`src/rtl/wb_stream_loader.sv`:
```
// wb_stream_loader
//   Boot-image loader and Wishbone master. Consumes a byte stream made of a
//   4-byte big-endian word count N followed by N big-endian 32-bit words, and
//   writes word i to BASE_ADR + 4*i over classic Wishbone. Keeps the CPU in
//   reset until the whole image has been written.
//
// Ports
//   wb_clk_i, wb_rst_n_i      clock, asynchronous active-low reset
//   start_i                   one-cycle pulse; (re)starts a load from IDLE/DONE/ERROR
//   s_data_i/s_valid_i        stream byte in
//   s_ready_o                 byte accepted when s_valid_i & s_ready_o
//   wb_adr_o..wb_bte_o        Wishbone master write port
//   wb_ack_i, wb_err_i        slave acknowledge / error
//   cpu_rst_o                 CPU reset request, low only once the image is done
//   done_o, err_o             load complete / load aborted

module wb_stream_loader #(
  parameter logic [31:0] BASE_ADR  = 32'h0000_0000,
  parameter int unsigned MAX_WORDS = 8192,
  parameter bit          AUTOSTART = 1'b1
) (
  input  logic        wb_clk_i,
  input  logic        wb_rst_n_i,
  input  logic        start_i,
  input  logic [7:0]  s_data_i,
  input  logic        s_valid_i,
  output logic        s_ready_o,
  output logic [31:0] wb_adr_o,
  output logic [31:0] wb_dat_o,
  output logic [3:0]  wb_sel_o,
  output logic        wb_we_o,
  output logic        wb_cyc_o,
  output logic        wb_stb_o,
  output logic [2:0]  wb_cti_o,
  output logic [1:0]  wb_bte_o,
  input  logic        wb_ack_i,
  input  logic        wb_err_i,
  output logic        cpu_rst_o,
  output logic        done_o,
  output logic        err_o
);

  localparam int unsigned IdxW = $clog2(MAX_WORDS + 1);

  // StIssue is the one-cycle gap between the 4th data byte and the bus request.
  typedef enum logic [2:0] {
    StIdle, StHdr, StData, StIssue, StWrite, StDone, StError
  } state_e;

  state_e          state;
  logic [1:0]      byte_cnt;
  logic [31:0]     shift;
  logic [31:0]     word_cnt;
  logic [IdxW-1:0] word_idx;

  logic            byte_fire;
  logic [31:0]     byte_word;
  logic [IdxW-1:0] idx_next;
  logic            last_word;

  assign byte_fire = s_valid_i & s_ready_o;
  assign byte_word = {shift[23:0], s_data_i};
  assign idx_next  = word_idx + IdxW'(1);
  assign last_word = (32'(idx_next) == word_cnt);

  assign wb_stb_o = wb_cyc_o;
  assign wb_we_o  = wb_cyc_o;
  assign wb_sel_o = 4'hf;
  assign wb_cti_o = 3'b000;
  assign wb_bte_o = 2'b00;

  always_ff @(posedge wb_clk_i or negedge wb_rst_n_i) begin
    if (!wb_rst_n_i) begin
      state     <= AUTOSTART ? StHdr : StIdle;
      byte_cnt  <= 2'd0;
      shift     <= 32'd0;
      word_cnt  <= 32'd0;
      word_idx  <= '0;
      s_ready_o <= 1'b0;
      wb_adr_o  <= BASE_ADR;
      wb_dat_o  <= 32'd0;
      wb_cyc_o  <= 1'b0;
      cpu_rst_o <= 1'b1;
      done_o    <= 1'b0;
      err_o     <= 1'b0;
    end else begin
      case (state)
        StIdle: begin
          s_ready_o <= 1'b0;
          if (start_i) begin
            state     <= StHdr;
            s_ready_o <= 1'b1;
            done_o    <= 1'b0;
            err_o     <= 1'b0;
            cpu_rst_o <= 1'b1;
            byte_cnt  <= 2'd0;
            word_idx  <= '0;
          end
        end

        StHdr: begin
          // Also raises ready on the first cycle after an autostart reset.
          s_ready_o <= 1'b1;
          if (byte_fire) begin
            shift    <= byte_word;
            byte_cnt <= byte_cnt + 2'd1;
            if (byte_cnt == 2'd3) begin
              word_cnt <= byte_word;
              if (byte_word == 32'd0) begin
                state     <= StDone;
                s_ready_o <= 1'b0;
                done_o    <= 1'b1;
                cpu_rst_o <= 1'b0;
              end else if (byte_word > MAX_WORDS) begin
                state     <= StError;
                s_ready_o <= 1'b0;
                err_o     <= 1'b1;
              end else begin
                state <= StData;
              end
            end
          end
        end

        StData: begin
          if (byte_fire) begin
            shift    <= byte_word;
            byte_cnt <= byte_cnt + 2'd1;
            if (byte_cnt == 2'd3) begin
              state     <= StIssue;
              s_ready_o <= 1'b0;
            end
          end
        end

        StIssue: begin
          wb_dat_o <= shift;
          wb_adr_o <= BASE_ADR + (32'(word_idx) << 2);
          wb_cyc_o <= 1'b1;
          state    <= StWrite;
        end

        StWrite: begin
          // A slave error wins over a simultaneous ack.
          if (wb_err_i) begin
            wb_cyc_o <= 1'b0;
            err_o    <= 1'b1;
            state    <= StError;
          end else if (wb_ack_i) begin
            wb_cyc_o <= 1'b0;
            word_idx <= idx_next;
            if (last_word) begin
              state     <= StDone;
              done_o    <= 1'b1;
              cpu_rst_o <= 1'b0;
            end else begin
              state     <= StData;
              s_ready_o <= 1'b1;
            end
          end
        end

        StDone, StError: begin
          s_ready_o <= 1'b0;
          if (start_i) begin
            state     <= StHdr;
            s_ready_o <= 1'b1;
            done_o    <= 1'b0;
            err_o     <= 1'b0;
            cpu_rst_o <= 1'b1;
            byte_cnt  <= 2'd0;
            word_idx  <= '0;
          end
        end

        default: begin
          state     <= StIdle;
          s_ready_o <= 1'b0;
          wb_cyc_o  <= 1'b0;
        end
      endcase
    end
  end

endmodule
```
`config.mk`:
```
export PLATFORM = sky130hd
export DESIGN_NAME = wb_stream_loader
export DESIGN_NICKNAME = d
export VERILOG_FILES = /design/src/rtl/wb_stream_loader.sv
export SDC_FILE = /design/constraint.sdc
export NUM_CORES = 1
export LEC_CHECK = 0
export BUFFER_PORTS_ARGS = -buffer_cell sky130_fd_sc_hd__buf_4
export CORE_MARGIN = 8
export CORE_UTILIZATION = 59
export CTS_BUF_LIST = sky130_fd_sc_hd__clkbuf_8
export DETAILED_ROUTE_END_ITERATION = 6
export HOLD_SLACK_MARGIN = 0.08
export PLACE_DENSITY = 0.9
export SYNTH_ARGS = -nofsm -noshare
export SYNTH_HDL_FRONTEND = slang
export SYNTH_SLANG_ARGS = --single-unit
```
`constraint.sdc`:
```
create_clock -name wb_clk_i -period 3 [get_ports wb_clk_i]
set_input_delay 0.3 -clock wb_clk_i [delete_from_list [all_inputs] [get_ports wb_clk_i]]
set_output_delay 0.3 -clock wb_clk_i [all_outputs]
set_load 0.01 [all_outputs]
```
Word level (Yosys, flattened, before mapping)
Cells that the tools add are included.
{ "classes": {"addsub": 2, "magnitude_cmp": 1, "eq_ne": 23, "mux": 54, "n_bitwise": 3, "reduce_logical": 17} }
{ "op_table": {"columns": ["operator", "count"], "rows": [
  ["$mux W14", 3],
  ["$eq A14 B32 Y1", 1],
  ["$gt A32 B14 Y1 const B", 1],
  ["$logic_not A32 Y1", 1],
  ["$mux W1", 31],
  ["$mux W3", 10],
  ["$pmux W14 S2", 1],
  ["$ne A2 B2 Y1 const B", 12],
  ["$pmux W3 S5", 1],
  ["$add A14 B1 Y14 const B", 1],
  ["$pmux W1 S3", 4],
  ["$reduce_and A6 Y1", 2],
  ["$eq A3 B3 Y1 const B", 3],
  ["$reduce_and A8 Y1", 1],
  ["$reduce_and A7 Y1", 1],
  ["$eq A3 B2 Y1 const B", 2],
  ["$reduce_and A3 Y1", 2],
  ["$pmux W1 S5", 1],
  ["$reduce_or A5 Y1", 1],
  ["$mux W2", 2],
  ["$ne A2 B1 Y1 const B", 2],
  ["$pmux W2 S2", 1],
  ["$reduce_and A2 Y1", 2],
  ["$reduce_and A4 Y1", 1],
  ["11 further kinds", 13]
]} }
{ "word_totals": {"register_bits": 134, "inputBits": 14, "wordCells": 112} }

Depth between registers and ports, before layout
Gate-level depths: netlist of the first run.
{ "logic_depth": {"depth_word": 6, "ltp_mapped": 8, "depth_no_buf": 7} }

Worst setup path before layout of the first run
Ideal clock, no wire load.
{ "synth_path": {"path_type": "register to register", "startpoint": "register word_idx[0]", "endpoint": "register cpu_rst_o", "arrival_ns": 2.230, "setup_slack_ns": 0.688, "path_stages_with_launch": 8, "path_buffers": 0, "path_cell_list": "dfrtp_1 > ha_1 > and2_2 > nand4_4 > a311oi_2 > nand4_1 > or4_4 > o31a_1"} }
{ "synth_via": {"elab_chain_cells": 4} }
{ "synth_lines": {"columns": ["element", "line_no", "text"], "rows": [
  ["start, declared", "54", "logic [IdxW-1:0] word_idx;"],
  ["start signal, assigned", "151", "word_idx <= idx_next;"],
  ["$add A14 B1 Y14", "63", "assign idx_next = word_idx + IdxW'(1);"],
  ["$eq A14 B32 Y1", "64", "assign last_word = (32'(idx_next) == word_cnt);"],
  ["$ne A2 B2 Y1 (no source line)", null, null],
  ["$reduce_and A8 Y1 (no source line)", null, null],
  ["end signal, assigned", "83", "cpu_rst_o <= 1'b1;"],
  ["end signal, assigned", "95", "cpu_rst_o <= 1'b1;"],
  ["end signal, assigned", "113", "cpu_rst_o <= 1'b0;"],
  ["end, declared", "38", "output logic cpu_rst_o,"]
]} }
No other way between the ends.
A chain may end at the register's enable or synchronous reset.

Final worst setup path of the first run
{ "layout_path": {"startpoint": "register word_idx[6]", "endpoint": "register cpu_rst_o"} }
The elaborated chain is that of the path after synthesis.

==> metrics.md, run 1 <==
| Metric | Value |
|---|---|
| CP startpoint kind | flip-flop |
| Status | finished clean |
| Grt ovf | 0 |
| ANT cells | 0 |
| Hold_buf cts | 2 |
| Post-synth EDFFs | 0 |
| Post-DP HPWL | 10500 um |
| GRT Overall Usage | 21.5% |
| Filler Cell Count | 732 |
| Count leader, synth | dfrtp_1 |
| Pre-antenna DRT Iters | 5 |
| Worst Clk Skew | 0.00913 ns |
| Setup TNS | 0 ns |
| Via/cell ratio | 5.91 |
| DR vias | 4439 |
| Worst setup slack after layout | 0.331 ns |
| Worst Path Class, Setup | flip-flop to flip-flop |
| Worst rel slew slack | 60.6% |
| Final WL | 15000 um |
| Synth unique cells | 61 |
| Psw | 2600 uW |
| Io pins | 94 |
| Routed len/inst | 20.0 um |
| Full die area | 14400 um^2 |
| Hold_sp | s_data_i[4] |
| PwrDens | 979 nW/um^2 |
| Delay-heaviest family, CP | simple AND/OR/NAND/NOR gates |
| First-pass GRT wire length | 24500 um |
| Worst Max-Slew Pin Slew | 0.589 ns |
| Async SR Flop Fraction | 100% |
| DRC viols | 0 |
| Critical R2R Capture | cpu_rst_o |
| Cell Rows | 38 |
| Critical Path End Type | flip-flop |
| Predominant post-synthesis flop cell | dfrtp_1 |
| CTS Buf Count | 17 |
| Seq pwr share | 44.0% |
| Post-synthesis register bit count | 134 |
| Core area | 10700 um^2 |
| Pin count of the biggest net entering global routing | 97 |
| ANT nets after route | 0 |
| Crit-path cells | nand4_1, nor3_1, mux2i_1, nand4_1, or4_4, o31a_1 |
| Post-synthesis sequential area ratio | 52.6% |
| Hold violation count in the final report | 0 |
| Yosys top cell area share | 51.8% |
| Cell internal pwr | 4560 uW |
| Number of port buffers | 66 |
| Non-Filler Instances | 751 |
| H-Tree Depth | 4 |
| Hold Path Cell Cnt | 3 |
| Post-layout min period | 2.67 ns |
| Critical path's largest stage delay | 0.59 ns |
| RD Place Congestion | 0.875 |
| Top post-synthesis cells by count | dfrtp_1 (132), mux2_2 (110), buf_4 (33), nand2_1 (29), o21ai_0 (27) |
| Share of cells above drive strength 1 | 38.0% |
| Layout area overhead | 14.6% |
| Fin crit share | 89.0% |
| Yosys warnings | 0 |
| Clock Latency Late Sink | 0.44 ns |
| Final setup vio count | 0 |
| Worst EP arrival | 3.03 ns |
| Max Freq | 0.375 GHz |
| Leading post-synthesis cells by cell area | dfrtp_1 (52%), mux2_2 (19%), buf_4 (3.9%) |
| Average cell area after synthesis | 11.9 um^2 |
| Postcts setup bufs | 0 |
| DRT iter0 DRCs | 273 |
| # placed instances | 717 |
| Worst reg2reg path depth | 6 |
| MaxCap Viol Count | 0 |
| RSZ-0062 raised after global routing | no |
| Combinational Power Share | 34.4% |
| Post-Synthesis Cells | 535 |
| Worst-path clk slew | 0.08 ns |
| Sw Share | 36.3% |
| Critical path's slowest cell | or4_4 |
| Clock share of power | 21.6% |
| Initial core utilization | 59.6% |
| Mapped Area | 6380 um^2 |
| Chip Height | 120 um |
| CTS Root Cell | clkbuf_8 |
| Worst-path fanout max | 11 |
| Vias in the first global route | 4573 |
| Hold Crit Class | input pin to flip-flop |
| Peak VDD IR | 754 uV |
| R2r startpoint | word_idx[6] |
| # clock sinks | 134 |
| Crit. path cell count | 6 |
| CTS tree | built |
| Reg2Reg Setup Slack | 0.33 ns |
| PostCTS Resize Cnt | 0 |
| Antenna violations before repair | 0 |
| Area leader, netlist | dfrtp_1 |
| Min-Delay Endpoint | word_cnt[4] |
| CP bufs+invs | 0 |
| Final nets | 614 |
| Final Max Tran Viols | 0 |
| Clock buffer depth | 2 |
| Pre-CTS setup slack | 0.386 ns |
| Static Leakage | 0.00341 uW |
| Most frequent CP cell | nand4_1 |
| Die W | 120 um |
| CP Data Required Time | 3.36 ns |
==> kinds of logic after synthesis <==
| group | Yosys count | synth area share (%) |
|---|---|---|
| compound gates | 76 | 7.81 |
| xor+xnor | 17 | 2.33 |
| fa+ha+maj | 2 | 0.392 |
| buf+inv | 64 | 6.08 |
| flops | 134 | 52.6 |
| mux | 114 | 20.1 |
| other cells | 2 | 0.118 |
| simple gates | 126 | 10.6 |
==> metal layers <==
| layer | global-route usage [%] | vias to the layer above | routed length, um |
|---|---|---|---|
| li1 | - | 2009 | - |
| met1 | 26.9 | 2217 | 6230 |
| met2 | 35.3 | 178 | 7420 |
| met3 | 5.07 | 35 | 974 |
| met4 | 8.67 | 0 | 387 |
| met5 | 0 | - | 0 |
==> state kept, by name (all words and copies together) (netlist names) <==
name and count:
shift 32, wb_dat_o 32, word_cnt 32, wb_adr_o 14, word_idx 14, state 3, byte_cnt 2, cpu_rst_o 1
done_o 1, err_o 1, s_ready_o 1, wb_cyc_o 1
==> power groups by stage <==
| stage | logic [uW] | registers [uW] | clock network, uW |
|---|---|---|---|
| finish | 2460 | 3150 | 1550 |
| global route | 2670 | 3230 | 1650 |
| CTS | 2480 | 3130 | 1570 |
| floorplan | 1630 | 2960 | 0 |
| global placement | 2360 | 3080 | 0 |
| detailed placement | 2450 | 3150 | 0 |
==> worst min-delay path, delay by kind of cell <==
family	cells	cell delay, ns
and+or+nand+nor	1	0.05
buffers and inverters	1	0.11
AOI/OAI and AO/OA	1	0.06
==> layout by cell type, fill, tap and decap left out, drive strengths merged, types with 3 or more instances in the layout <==
cell      netlist  layout
o211ai          3       3
dfrtp         132     132
clkinvlp        0       3
nand3          11      11
and3            4       4
a21oi          11      11
nand3b          3       3
xnor2          10      10
and2            3       3
a22oi           3       3
conb            2      27
clkbuf         16      18
o21ai          27      27
mux2          110     110
nor4           14      14
inv             7      12
xor2            7       7
o31ai           7       7
nand2          29      29
nand4          10      10
nor2           26      26
a31oi           5       5
nor3            9       9
buf            41      74
a211oi          4       4
mux2i           4       4
clkinv          0       4
==> cell type report <==
type / instances / area, um^2 / area share, %
Clock buffer: 18 / 248 / 3.39
Clock inverter: 14 / 166 / 2.28
Multi-Input combinational cell: 362 / 2740 / 37.4
Inverter: 7 / 26.3 / 0.360
Timing Repair Buffer: 76 / 601 / 8.22
Sequential cell: 134 / 3360 / 45.9
Tap cell: 140 / 175 / 2.40
==> worst max path at each step <==
stage                           start   endpoint  slack (ns)
after floorplan           word_idx[0]  cpu_rst_o        0.69
after global placement    word_idx[7]  cpu_rst_o        0.47
after detailed placement  word_idx[6]  cpu_rst_o        0.39
after CTS                 word_idx[6]  cpu_rst_o        0.36
after global routing      word_idx[6]  cpu_rst_o        0.21
final                     word_idx[6]  cpu_rst_o        0.33
==> metrics by stage <==
step                power [uW]  hold slack [ns]  area [um^2]  util (%)
finish                    7150            0.115         7310      68.3
global route              7550            0.109         7310      68.3
CTS                       7190           0.0979         7310      68.3
detailed placement        5610            0.297         6870      64.2
global placement          5440            0.295         6870      64.2
floorplan                 4590          0.00441         6470         -
Note: power is estimated with default switching activity, not from simulation.
==> inputs of run 2 (changes only) <==
CORE_UTILIZATION = 53   (was 59)
PLACE_DENSITY = 0.86   (was 0.9)
clock period = 2.16 ns   (was 3 ns; I/O delays follow)
==> run 2 against run 1 <==
  * The run now ends with setup timing left
  * Cell area grew 9.1%
  * Setup slack got worse by 0.51 ns
  * Sequential cell count unchanged
  * Wire length rose by 13%
  * Power rose by 48%
  * Sequential share of layout area is 3.8 points lower
  * Die area up 9.8%
  * Via count increased by 8.5%
  * Largest cell class unchanged
  * Highest routed layer unchanged
==> metrics.md, run 2 (same netlist as run 1, synthesis figures left out) <==
| Metric | Value |
|---|---|
| Cell Rows | 40 (+5.3%) |
| Core area | 11900 um^2 (+11%) |
| Layout area overhead | 25.0% |
| CP Data Required Time | 2.52 ns (-0.84 ns) |
| Final WL | 17000 um (+13%) |
| Worst rel slew slack | 61.3% (+0.64 points) |
| DRT iter0 DRCs | 312 (+14%) |
| Hold Crit Class | input pin to flip-flop |
| Placed Area | 7320 um^2 (+6.6%) |
| RD Place Congestion | 0.902 (+3.1%) |
| R2r startpoint | word_idx[0] |
| Psw | 3910 uW (+51%) |
| Die W | 126 um (+4.8%) |
| Commonest cells after routing, fill and taps aside | dfrtp_1 (130), buf_4 (129), mux2_2 (110) |
| Status | complete, but fails checks |
| Number of port buffers | 66 (unchanged) |
| # placed instances | 777 (+8.4%) |
| Full die area | 15800 um^2 (+9.8%) |
| Critical Path End Type | flip-flop |
| Seq pwr share | 39.5% (-4.5 points) |
| Worst Path Class, Setup | flip-flop to flip-flop |
| Failing checks | setup timing |
| Final nets | 681 (+11%) |
| Share of cells above drive strength 1 | 45.8% (+7.8 points) |
| Worst-path clk slew | 0.08 ns (about the same) |
| Worst Clk Skew | 0.0137 ns (+0.00459 ns) |
| Post-layout min period | 2.34 ns (-0.327 ns) |
| Initial core utilization | 53.8% (-5.8 points) |
| H-Tree Depth | 4 (unchanged) |
| Cell internal pwr | 6700 uW (+47%) |
| Non-Filler Instances | 824 (+9.7%) |
| Largest regs | shift: 32 flops, wb_dat_o: 32 flops, word_cnt: 32 flops |
| Worst Max-Slew Pin Slew | 0.581 ns (-0.00758 ns) |
| Pre-antenna DRT Iters | 5 (unchanged) |
| DR vias | 4818 (+8.5%) |
| DRC viols | 0 (unchanged) |
| ANT nets after route | 0 (unchanged) |
| PwrDens | 1330 nW/um^2 (+36%) |
| Static Leakage | 0.00375 uW (+9.8%) |
| Peak VDD IR | 972 uV (+29%) |
| CTS Buf Count | 17 (unchanged) |
| CP startpoint kind | flip-flop |
| Final Max Tran Viols | 0 (unchanged) |
| Most common cell after layout, fill and taps aside | dfrtp_1 |
| RSZ-0062 raised after global routing | yes |
| CTS Root Cell | clkbuf_8 |
| Critical path's largest stage delay | 0.54 ns (-0.05 ns) |
| Worst-path fanout max | 5 (-6) |
| Critical path's slowest cell | or4_4 |
| Final setup vio count | 5 (+5) |
| Io pins | 94 (unchanged) |
| Sw Share | 36.9% (+0.58 points) |
| Hold_sp | wb_err_i |
| First-pass GRT wire length | 27400 um (+12%) |
| Crit-path cells | ha_4, and2_4, nand4_4, xor2_1, a221o_1, or4_4, o31a_1 |
| Post-DP HPWL | 11300 um (+7.9%) |
| Fin crit share | 108% (+19 points) |
| Chip Height | 126 um (+4.8%) |
| Vias in the first global route | 5100 (+12%) |
| CTS tree | built |
| Pin count of the biggest net entering global routing | 53 (-45%) |
| GRT Overall Usage | 21.8% (+0.36 points) |
| Clock share of power | 20.0% (-1.6 points) |
| Worst Setup SP | word_idx[0] |
| # clock sinks | 134 (unchanged) |
| Grt ovf | 0 (unchanged) |
| Worst setup slack after layout | -0.182 ns (-0.513 ns) |
| Hold violation count in the final report | 0 (unchanged) |
| Antenna violations before repair | 0 (unchanged) |
| Clock Latency Late Sink | 0.44 ns (about the same) |
| Clock buffer depth | 2 (unchanged) |
| ANT cells | 0 (unchanged) |
| Worst EP arrival | 2.70 ns (-0.33 ns) |
| Routed len/inst | 20.7 um (+3.4%) |
| Max Freq | 0.427 GHz (+14%) |
| Combinational Power Share | 40.5% (+6.1 points) |
| Via/cell ratio | 5.85 (-1.1%) |
| Post-Layout Inst Area | 7970 um^2 (+9.1%) |
| MaxCap Viol Count | 0 (unchanged) |
==> run 2: cell types whose count changed in the layout (fill, tap and decap cells not counted), sizes merged <==
cell / before / now
buf: 74 / 133
dlygate4sd3: 2 / 10
inv: 12 / 11
==> run 2: metrics by stage <==
step	util, %	setup slack, ns	power, uW	setup TNS, ns	hold WS (ns)
after CTS	66.7	-0.143	10500	-0.593	0.146
after detailed placement	61.8	-0.174	8210	-0.853	0.242
after floorplan	-	0.00149	6390	0	-0.0796
after global routing	67.2	-0.249	11200	-1.18	0.190
final	67.2	-0.182	10600	-0.769	0.166
after global placement	61.8	-0.127	7980	-0.408	0.227
==> run 2: final cells by class <==
type	count	area (um^2)
fill	831	3890
sequential	134	3360
multi-input combinational	362	2860
timing repair buffer	143	1150
clock buffer	18	248
tap	147	184
clock inverter	13	145
inverter	7	26.3
==> run 2: routing by layer <==
metal | wire [um] | GRT usage (%)
met5 | 0 | 0
met3 | 1120 | 6.54
met1 | 6740 | 25.2
met2 | 8620 | 36.5
met4 | 555 | 10.3
==> run 2: power by group through the flow <==
stage | logic (uW) | registers, uW | clock network, uW
final | 4300 | 4190 | 2120
after global routing | 4640 | 4280 | 2240
after global placement | 3950 | 4030 | 0
after detailed placement | 4090 | 4130 | 0
after floorplan | 2280 | 4110 | 0
after CTS | 4230 | 4120 | 2120
==> run 2: critical path: cells and delay by family (launching register included) <==
family | cells | cell delay (ns)
AOI/OAI and AO/OA | 2 | 0.63
xor gates and xnor gates | 1 | 0.17
adders and majority gates | 1 | 0.18
DFF | 1 | 0.43
and+or+nand+nor | 3 | 0.86
==> run 2: final timing paths <==
| path | end | slack (ns) | cells after the start |
|---|---|---|---|
| max in group asynchronous | cpu_rst_o | 1.10 | 3 |
| setup reg to reg | cpu_rst_o | -0.18 | 7 |
| min in group asynchronous | wb_adr_o[14] | 0.31 | 2 |
| hold reg to reg | wb_adr_o[8] | 0.51 | 1 |
| hold / removal | state[0] | 0.17 | 4 |
| setup / recovery | cpu_rst_o | -0.18 | 7 |
==> run 2: repair_timing <==
action                     in CTS  in global routing
hold endpoints to repair       56                  0
gates resized for setup        10                  9
pin swaps                       7                  8
setup buffers                   5                  1
hold buffers                   10                  0
setup endpoints to repair       7                  7
